--- src/rtl/lsu_unit.sv ---
// Load/store unit: accepts one memory request at a time and runs it to completion over a
// simple req/ack data bus, with sign/zero extension for loads and byte-enable or RMW stores.
module lsu_unit #(
    parameter int DATA_W      = 32,
    parameter int ADDR_W      = 32,
    parameter bit USE_BYTE_EN = 1'b1
) (
    input  logic                clk,
    input  logic                reset,
    input  logic                req_valid,
    output logic                req_ready,
    input  logic                req_we,
    input  logic [2:0]          req_funct3,
    input  logic [ADDR_W-1:0]   req_addr,
    input  logic [DATA_W-1:0]   req_wdata,
    output logic                resp_valid,
    output logic [DATA_W-1:0]   resp_rdata,
    output logic                resp_err,
    output logic                bus_req,
    output logic                bus_we,
    output logic [ADDR_W-1:0]   bus_addr,
    output logic [DATA_W-1:0]   bus_wdata,
    output logic [DATA_W/8-1:0] bus_be,
    input  logic                bus_ack,
    input  logic [DATA_W-1:0]   bus_rdata,
    output logic [2:0]          dbg_state
);

    localparam int NB = DATA_W / 8;
    localparam int K  = $clog2(NB);

    typedef enum logic [2:0] {
        S_IDLE   = 3'd0,
        S_RD     = 3'd1,
        S_RMW_RD = 3'd2,
        S_WR     = 3'd3,
        S_RESP   = 3'd4
    } state_t;

    state_t state, state_n;

    // Handshake: a request transfers on a rising edge where req_valid && req_ready; the
    // bus holds bus_req and its payload stable until the edge that samples bus_ack high.
    logic accept;
    logic ack_q;

    assign req_ready = (state == S_IDLE);
    assign accept    = req_valid && req_ready;
    assign ack_q     = bus_ack && bus_req;
    assign dbg_state = state;

    function automatic logic [NB-1:0] lane_be(input logic [K-1:0] off, input logic [1:0] size);
        logic [NB-1:0] m;
        for (int i = 0; i < NB; i++)
            m[i] = (i >= int'(off)) && (i < int'(off) + (1 << size));
        return m;
    endfunction

    function automatic logic [DATA_W-1:0] expand(input logic [NB-1:0] be);
        logic [DATA_W-1:0] m;
        for (int i = 0; i < NB; i++)
            m[8*i +: 8] = {8{be[i]}};
        return m;
    endfunction

    function automatic logic [DATA_W-1:0] place_data(input logic [DATA_W-1:0] wdata,
                                                     input logic [K-1:0] off,
                                                     input logic [1:0] size);
        return (wdata & expand(lane_be('0, size))) << {off, 3'b000};
    endfunction

    logic [1:0]   dec_size;
    logic [K-1:0] dec_off;
    logic         dec_illegal;
    logic         dec_misal;
    logic         dec_err;

    always_comb begin
        dec_size = req_funct3[1:0];
        dec_off  = req_addr[K-1:0];
        if (req_we)
            dec_illegal = req_funct3[2] || (DATA_W == 32 && req_funct3[1:0] == 2'b11);
        else
            dec_illegal = (req_funct3 == 3'b111) ||
                          (DATA_W == 32 && (req_funct3 == 3'b011 || req_funct3 == 3'b110));
        case (dec_size)
            2'd1:    dec_misal = req_addr[0];
            2'd2:    dec_misal = |req_addr[1:0];
            2'd3:    dec_misal = |req_addr[2:0];
            default: dec_misal = 1'b0;
        endcase
        dec_err = dec_illegal || dec_misal;
    end

    logic [2:0]        r_funct3;
    logic [K-1:0]      r_off;
    logic [DATA_W-1:0] r_wdata;

    // Load path: shift the addressed field down, then zero-fill or replicate its MSB.
    logic [DATA_W-1:0] ld_shift;
    logic [DATA_W-1:0] ld_mask;
    logic [DATA_W-1:0] ld_ext;
    logic              ld_sign;

    always_comb begin
        ld_shift = bus_rdata >> {r_off, 3'b000};
        ld_mask  = expand(lane_be('0, r_funct3[1:0]));
        case (r_funct3[1:0])
            2'd0:    ld_sign = ld_shift[7];
            2'd1:    ld_sign = ld_shift[15];
            2'd2:    ld_sign = ld_shift[31];
            default: ld_sign = ld_shift[DATA_W-1];
        endcase
        ld_ext = ld_shift & ld_mask;
        if (!r_funct3[2] && ld_sign)
            ld_ext = ld_ext | ~ld_mask;
    end

    logic [DATA_W-1:0] rmw_data;

    always_comb begin
        rmw_data = (bus_rdata & ~expand(lane_be(r_off, r_funct3[1:0]))) |
                   place_data(r_wdata, r_off, r_funct3[1:0]);
    end

    always_comb begin
        state_n = state;
        case (state)
            S_IDLE: begin
                if (accept) begin
                    if (dec_err)
                        state_n = S_RESP;
                    else if (!req_we)
                        state_n = S_RD;
                    else if (USE_BYTE_EN || int'(dec_size) == K)
                        state_n = S_WR;
                    else
                        state_n = S_RMW_RD;
                end
            end
            S_RD:     if (ack_q) state_n = S_RESP;
            S_RMW_RD: if (ack_q) state_n = S_WR;
            S_WR:     if (ack_q) state_n = S_RESP;
            S_RESP:   state_n = S_IDLE;
            default:  state_n = S_IDLE;
        endcase
    end

    always_ff @(posedge clk or posedge reset) begin
        if (reset) begin
            state      <= S_IDLE;
            resp_valid <= 1'b0;
            resp_rdata <= '0;
            resp_err   <= 1'b0;
            bus_req    <= 1'b0;
            bus_we     <= 1'b0;
            bus_addr   <= '0;
            bus_wdata  <= '0;
            bus_be     <= '0;
            r_funct3   <= '0;
            r_off      <= '0;
            r_wdata    <= '0;
        end else begin
            state      <= state_n;
            resp_valid <= (state_n == S_RESP);
            case (state)
                S_IDLE: begin
                    if (accept) begin
                        r_funct3 <= req_funct3;
                        r_off    <= dec_off;
                        r_wdata  <= req_wdata;
                        if (dec_err) begin
                            resp_err   <= 1'b1;
                            resp_rdata <= '0;
                        end else begin
                            bus_req  <= 1'b1;
                            bus_addr <= {req_addr[ADDR_W-1:K], {K{1'b0}}};
                            bus_we   <= (state_n == S_WR);
                            if (state_n == S_WR) begin
                                bus_be    <= lane_be(dec_off, dec_size);
                                bus_wdata <= place_data(req_wdata, dec_off, dec_size);
                            end else begin
                                bus_be    <= '1;
                                bus_wdata <= '0;
                            end
                        end
                    end
                end
                S_RD: begin
                    if (ack_q) begin
                        bus_req    <= 1'b0;
                        resp_rdata <= ld_ext;
                        resp_err   <= 1'b0;
                    end
                end
                S_RMW_RD: begin
                    // bus_req stays high: the merged write follows the read directly.
                    if (ack_q) begin
                        bus_we    <= 1'b1;
                        bus_wdata <= rmw_data;
                    end
                end
                S_WR: begin
                    if (ack_q) begin
                        bus_req    <= 1'b0;
                        resp_rdata <= '0;
                        resp_err   <= 1'b0;
                    end
                end
                default: ;
            endcase
        end
    end

endmodule

--- config.mk ---
export PLATFORM = sky130hd
export DESIGN_NAME = lsu_unit
export DESIGN_NICKNAME = d
export VERILOG_FILES = /design/src/rtl/lsu_unit.sv
export SDC_FILE = /design/constraint.sdc
export NUM_CORES = 1
export LEC_CHECK = 0
export ABC_AREA = 1
export BUFFER_PORTS_ARGS = -buffer_cell sky130_fd_sc_hd__buf_2
export CAP_MARGIN = 20
export CORE_ASPECT_RATIO = 1.2
export CORE_MARGIN = 2
export CORE_UTILIZATION = 58
export DETAILED_ROUTE_END_ITERATION = 8
export PLACE_DENSITY_LB_ADDON = 0.12
export SLEW_MARGIN = 20
export SYNTH_ARGS = -nofsm -noshare
export SYNTH_HDL_FRONTEND = slang
export SYNTH_SLANG_ARGS = --single-unit
--- constraint.sdc ---
create_clock -name clk -period 9.5 [get_ports clk]
set_clock_uncertainty 0.05 [all_clocks]
set_input_delay 0.475 -clock clk [delete_from_list [all_inputs] [get_ports clk]]
set_output_delay 0.475 -clock clk [all_outputs]
set_load 0.03 [all_outputs]
Word-level counts from Yosys, hierarchy flattened
Index checks and enable logic that the tools add are counted.
{"block": "totals", "in_bits": 104, "out_inout_bits": 108, "register_bits": 142}
{"block": "classes", "bitwise_logic": 9, "shift": 5, "n_eq_ne": 19, "addsub": 2, "n_reduce_logical": 28, "order_cmp": 22, "muxes": 32}
{"op": "$mux W32", "n": 9}
{"op": "$lt A3 B32 Y1 const A", "n": 8}
{"op": "$and A32 B32 Y32", "n": 4}
{"op": "$lt A1 B32 Y1 const A", "n": 4}
{"op": "$lt A2 B32 Y1 const A", "n": 4}
{"op": "$pmux W32 S3", "n": 1}
{"op": "$add A3 B32 Y32", "n": 2}
{"op": "$not A32 Y32", "n": 2}
{"op": "$or A32 B32 Y32", "n": 2}
{"op": "$pmux W32 S2", "n": 1}
{"op": "$shl A1 B2 Y32 const A", "n": 2}
{"op": "$shl A32 B5 Y32", "n": 2}
{"op": "$shr A32 B5 Y32", "n": 1}
{"op": "$eq A3 B2 Y1 const B", "n": 4}
{"op": "$mux W3", "n": 4}
{"op": "$reduce_and A4 Y1", "n": 3}
{"op": "$eq A3 B3 Y1 const B", "n": 3}
{"op": "$logic_and A1 B1 Y1", "n": 9}
{"op": "$mux W1", "n": 9}
{"op": "$pmux W3 S3", "n": 1}
{"op": "$ge A1 B2 Y1 const A", "n": 4}
{"op": "$ne A2 B2 Y1 const B", "n": 4}
{"op": "$pmux W1 S2", "n": 4}
{"op": "$ne A2 B1 Y1 const B", "n": 3}
{"op": "other kinds (19)", "n": 27}

Longest topological paths before layout
{"block": "logic_depth", "ltp_word": 13, "ltp_mapped": 19, "depth_no_buf": 17}

Least setup slack after synthesis
No wires, ideal clock.
{"block": "synth_path", "path_type": "register to register", "from": "reg r_funct3[1]", "to": "reg bus_wdata[11]", "setup_ns": 0.065, "arrival_time_ns": 2.293, "required_time_ns": 9.385, "setup_slack_ns": 7.092, "path_stages_with_launch": 20, "n_path_buf": 2, "period_less_slack_ns": 2.408, "cell_sequence": "dfrtp_1 > buf_4 > inv_2 > nand2_2 > buf_2 > inv_1 > ha_1 > inv_1 > fa_1 > nor2_1 > nand3_1 > nand2_2 > nand2_1 > nand2_1 > nand2_1 > nand2_1 > nand2_1 > nand2_1 > nand2_1 > nand2_1"}
{"block": "synth_between", "elab_chain_len": 9}
{"item": "start: declaration", "line": "95", "source": "logic [2:0] r_funct3;"}
{"item": "start signal: assignment", "line": "169", "source": "r_funct3 <= req_funct3;"}
{"item": "$shl A1 B2 Y32 *", "line": "55", "source": "m[i] = (i >= int'(off)) && (i < int'(off) + (1 << size));"}
{"item": "$add A3 B32 Y32", "line": "55"}
{"item": "$lt A2 B32 Y1", "line": "55"}
{"item": "$logic_and A1 B1 Y1", "line": "55"}
{"item": "$not A32 Y32", "line": "122", "source": "rmw_data = (bus_rdata & ~expand(lane_be(r_off, r_funct3[1:0]))) |"}
{"item": "$and A32 B32 Y32", "line": "122"}
{"item": "$or A32 B32 Y32 *", "line": "122"}
{"item": "$mux W32 *", "line": "198", "source": "if (ack_q) begin"}
{"item": "$pmux W32 S2 *", "line": "166", "source": "case (state)"}
{"item": "end signal: assignment", "line": "181", "source": "bus_wdata <= place_data(req_wdata, dec_off, dec_size);"}
{"item": "end signal: assignment", "line": "200", "source": "bus_wdata <= rmw_data;"}
{"item": "end: declaration", "line": "22", "source": "output logic [DATA_W-1:0] bus_wdata,"}
Every way passes the cells marked *; elsewhere a longest branch is shown, timed or not. The select of a mux whose other input is x is not followed.
A chain may end at the register's enable or synchronous reset.

Worst setup path in the final report
{"block": "layout_path", "from": "reg r_funct3[1]", "to": "reg bus_wdata[21]"}
{"block": "layout_between", "elab_chain_len": 9}
{"item": "$shl A1 B2 Y32 *", "line": "55"}
{"item": "$add A3 B32 Y32", "line": "55"}
{"item": "$lt A3 B32 Y1", "line": "55"}
{"item": "$logic_and A1 B1 Y1", "line": "55"}
{"item": "$not A32 Y32", "line": "122"}
{"item": "$and A32 B32 Y32", "line": "122"}
{"item": "$or A32 B32 Y32 *", "line": "122"}
{"item": "$mux W32 *", "line": "198"}
{"item": "$pmux W32 S2 *", "line": "166"}
Marks and branches as above.

==> flow_summary.ini <==
[clock_tree]
cts_sinks = 142
htree_levels = 4
clock_path_buffers = 2
cts_buffers = 17
postCtsHoldBufs = 0
cts-resized-gates = 0
root_buffer = clkbuf_16
clk_pin_slew_ns = 0.06
worstSkewPairLatency_ns = 0.43
post-cts-setup-buffers = 0
cts_tree = done

[sta]
min_period_ns = 3.29
rsz0062_at_grt = no
relSlewSlack_pct = 31.2
setup_viol = 0
holdWs_ns = 0.0599
tns_ns = 0
fin_ws_ns = 6.21
period_share_pct = 34.6
fmax_mhz = 304
final_max_slew_viol_count = 0
tightest_slew_ns = 1.03
finalHoldViolations = 0

[layout]
stdcell_count = 1470
num-fill-cells = 1219
fin_nets = 1397
multi_input_area_mm2 = 0.00394
seq_area_mm2 = 0.00355
area_growth_pct = 19.5
drive_gt1_share_pct = 22.4
num_antenna_cells = 0

[floorplan]
die_x_um = 112
design.die.area_mm2 = 0.0149
io_pins = 212
initial_core_util_pct = 59.1
core_mm2 = 0.0137
row_count = 47
die_h_um = 133

[pwr]
power_density_mw_per_mm2 = 387
p_seq_share_pct = 29.0
p_switching_w = 0.00186
leakagePower_nw = 5.39
power_frac_clock_pct = 19.7
vdd_drop_max_v = 0.000258
p_int_w = 0.00188
p_sw_share_pct = 49.7
power_w = 0.00375
combPwrFrac_pct = 51.3

[setup_path]
cp.required_ns = 9.82
crit_arrival_ns = 3.60
rrSetupSlack_ns = 6.21
worstPathMaxFanout = 18
slowest_delay_ns = 0.60
critPathLaunchType = flop
crit_top_cell = nand2_1
cp.depth = 17
r2r_end = bus_wdata[21]$_DFFE_PP0P_
crit_family = simple AND/OR/NAND/NOR gates
r2r_start = r_funct3[1]$_DFFE_PP0P_
worstSetupPathType = reg -> reg
cp-end-kind = flop
worstSetupStartpoint = r_funct3[1]$_DFFE_PP0P_
crit_path_cell_trace = inv_2 > nand2_2 > inv_1 > ha_1 > inv_1 > fa_1 > nor2_1 > nand3_1 > nand2_2 > nand2_1 > nand2_1 > nand2_1 > nand2_1 > nand2_1 > nand2_1 > nand2_1 > nand2_1
reg2reg_depth = 17
crit_buf_inv = 3
cp_slowest_cell = dfrtp_1

[global_route]
grt_max_degree = 80
grt_util_all_layers_pct = 36.9
overflow = 0
antenna_found_initial = 0
grt_pass1_wl_um = 42600
grt_pass1_vias = 8089

[drt]
viasPerCell = 5.64
detailedRoute.firstPassIterationCount = 5
vias = 8296
drt_iter0_drc = 790
ant_nets = 0
drc = 0
wl_per_cell_um = 18.4
finalWirelength_um = 27000

[placed_design]
place_congestion = 1.00
io_buffers = 209
hpwl_um = 20000
place_inst = 1439
dpl_worst_slack_ns = 6.37

[logic_synthesis]
syn_area_mm2 = 0.00810
yosys_warnings = 0
ys_ff_latch = 142
yosys.cell_types.count = 40
avgSynthCellArea_um2 = 7.24
synth-seq-area-share_pct = 43.9
syn_inst = 1119

[min_path]
hp-class = in -> async

[run]
drv_cap = 0

[outcome]
outcome = finished clean
[how the worst max path moves through the flow]
stage                           endpoint  slack (ns)
2_1_floorplan   bus_addr[10]$_DFFE_PP0P_        5.17
3_3_place_gp       bus_be[0]$_DFFE_PP0P_        6.39
3_5_place_dp   bus_wdata[15]$_DFFE_PP0P_        6.37
4_1_cts        bus_wdata[10]$_DFFE_PP0P_        6.27
5_1_grt        bus_wdata[22]$_DFFE_PP0P_        5.89
6_report       bus_wdata[21]$_DFFE_PP0P_        6.21
[area by class of cell]
type / instances / share of cell area (%)
Tap cell: 171 / 2.21
Clock inverter: 13 / 2.16
Inverter: 66 / 2.69
Clock buffer: 18 / 4.43
Timing Repair Buffer: 213 / 11.2
Multi-Input combinational cell: 847 / 40.6
Sequential cell: 142 / 36.7
[routing by layer]
metal / up-vias / global-route usage [%] / wire [um]
li1: 3926 / - / -
met1: 3780 / 45.5 / 10400
met2: 484 / 60.1 / 12800
met3: 106 / 7.14 / 2160
met4: 0 / 22.6 / 1660
met5: - / 0 / 0
[sequential cells by signal (all words and copies together) (netlist names)]
register and count:
r_wdata 32, dbg_state 3, bus_req 1, bus_we 1
bus_wdata 32, r_off 2, resp_rdata 32, resp_err 1
r_funct3 3, bus_be 4, bus_addr 30, resp_valid 1
[cell usage after synthesis, drive strengths merged]
cell type	number	share of area, %
clkinv	1	0.046
conb	1	0.046
o221ai	11	1.2
nand4	8	0.62
a21boi	1	0.093
dfrtp	142	44
nand2	514	24
nor3	7	0.43
ha	4	0.62
a31oi	2	0.15
o211ai	6	0.56
and2	5	0.39
o2111ai	5	0.54
mux2i	3	0.37
fa	2	0.49
o21ai	72	4.4
mux2	17	2.4
o31ai	2	0.19
o21a	11	1.0
inv	65	3.1
clkbuf	14	0.65
o22ai	7	0.54
a21o	1	0.093
nor2	68	3.6
a21oi	36	2.2
buf	51	3.8
a211oi	5	0.46
nand3	58	4.0
[power by group through the flow]
stage                     Sequential [W]  Clock, W  Combinational [W]
final                            0.00109  0.000737            0.00192
after detailed placement         0.00108         0            0.00189
after CTS                        0.00108  0.000737            0.00190
after floorplan                  0.00142         0            0.00102
after global routing             0.00112  0.000765            0.00208
after global placement           0.00109         0            0.00186
[cell families (layout without fill, tap and decap cells)]
logic type	after synthesis	in the layout	share of synthesized area, %
and+or+nand+nor	660	660	33.1
muxes	20	20	2.73
AOI/OAI and AO/OA	159	159	11.5
adders and majority gates	6	6	1.11
buffers and inverters	131	310	7.63
DFF	142	142	43.9
other	1	2	0.0463
[cell usage in the layout (no fill, tap or decap), drive strengths merged]
cell and count:
a21o 1, dfrtp 142, o21ai 72, o211ai 6, fa 2, bufinv 5
a31oi 2, conb 2, o21a 11, o2111ai 5, o221ai 11, clkbuf 18
nor2 68, o22ai 7, nand2 514, o31ai 2, ha 4, clkinv 5
inv 69, nand4 8, nor3 7, mux2 17, a21oi 36, a211oi 5
nand3 58, buf 213, a21boi 1, mux2i 3, and2 5
[through the flow]
stage | cell area (um2) | utilization [%]
CTS | 9680 | 70.6
detailed placement | 9040 | 66.0
floorplan | 8110 | -
global placement | 9040 | 66.0
global route | 9680 | 70.7
finish | 9680 | 70.7
Note: power is estimated with default switching activity, not from simulation.
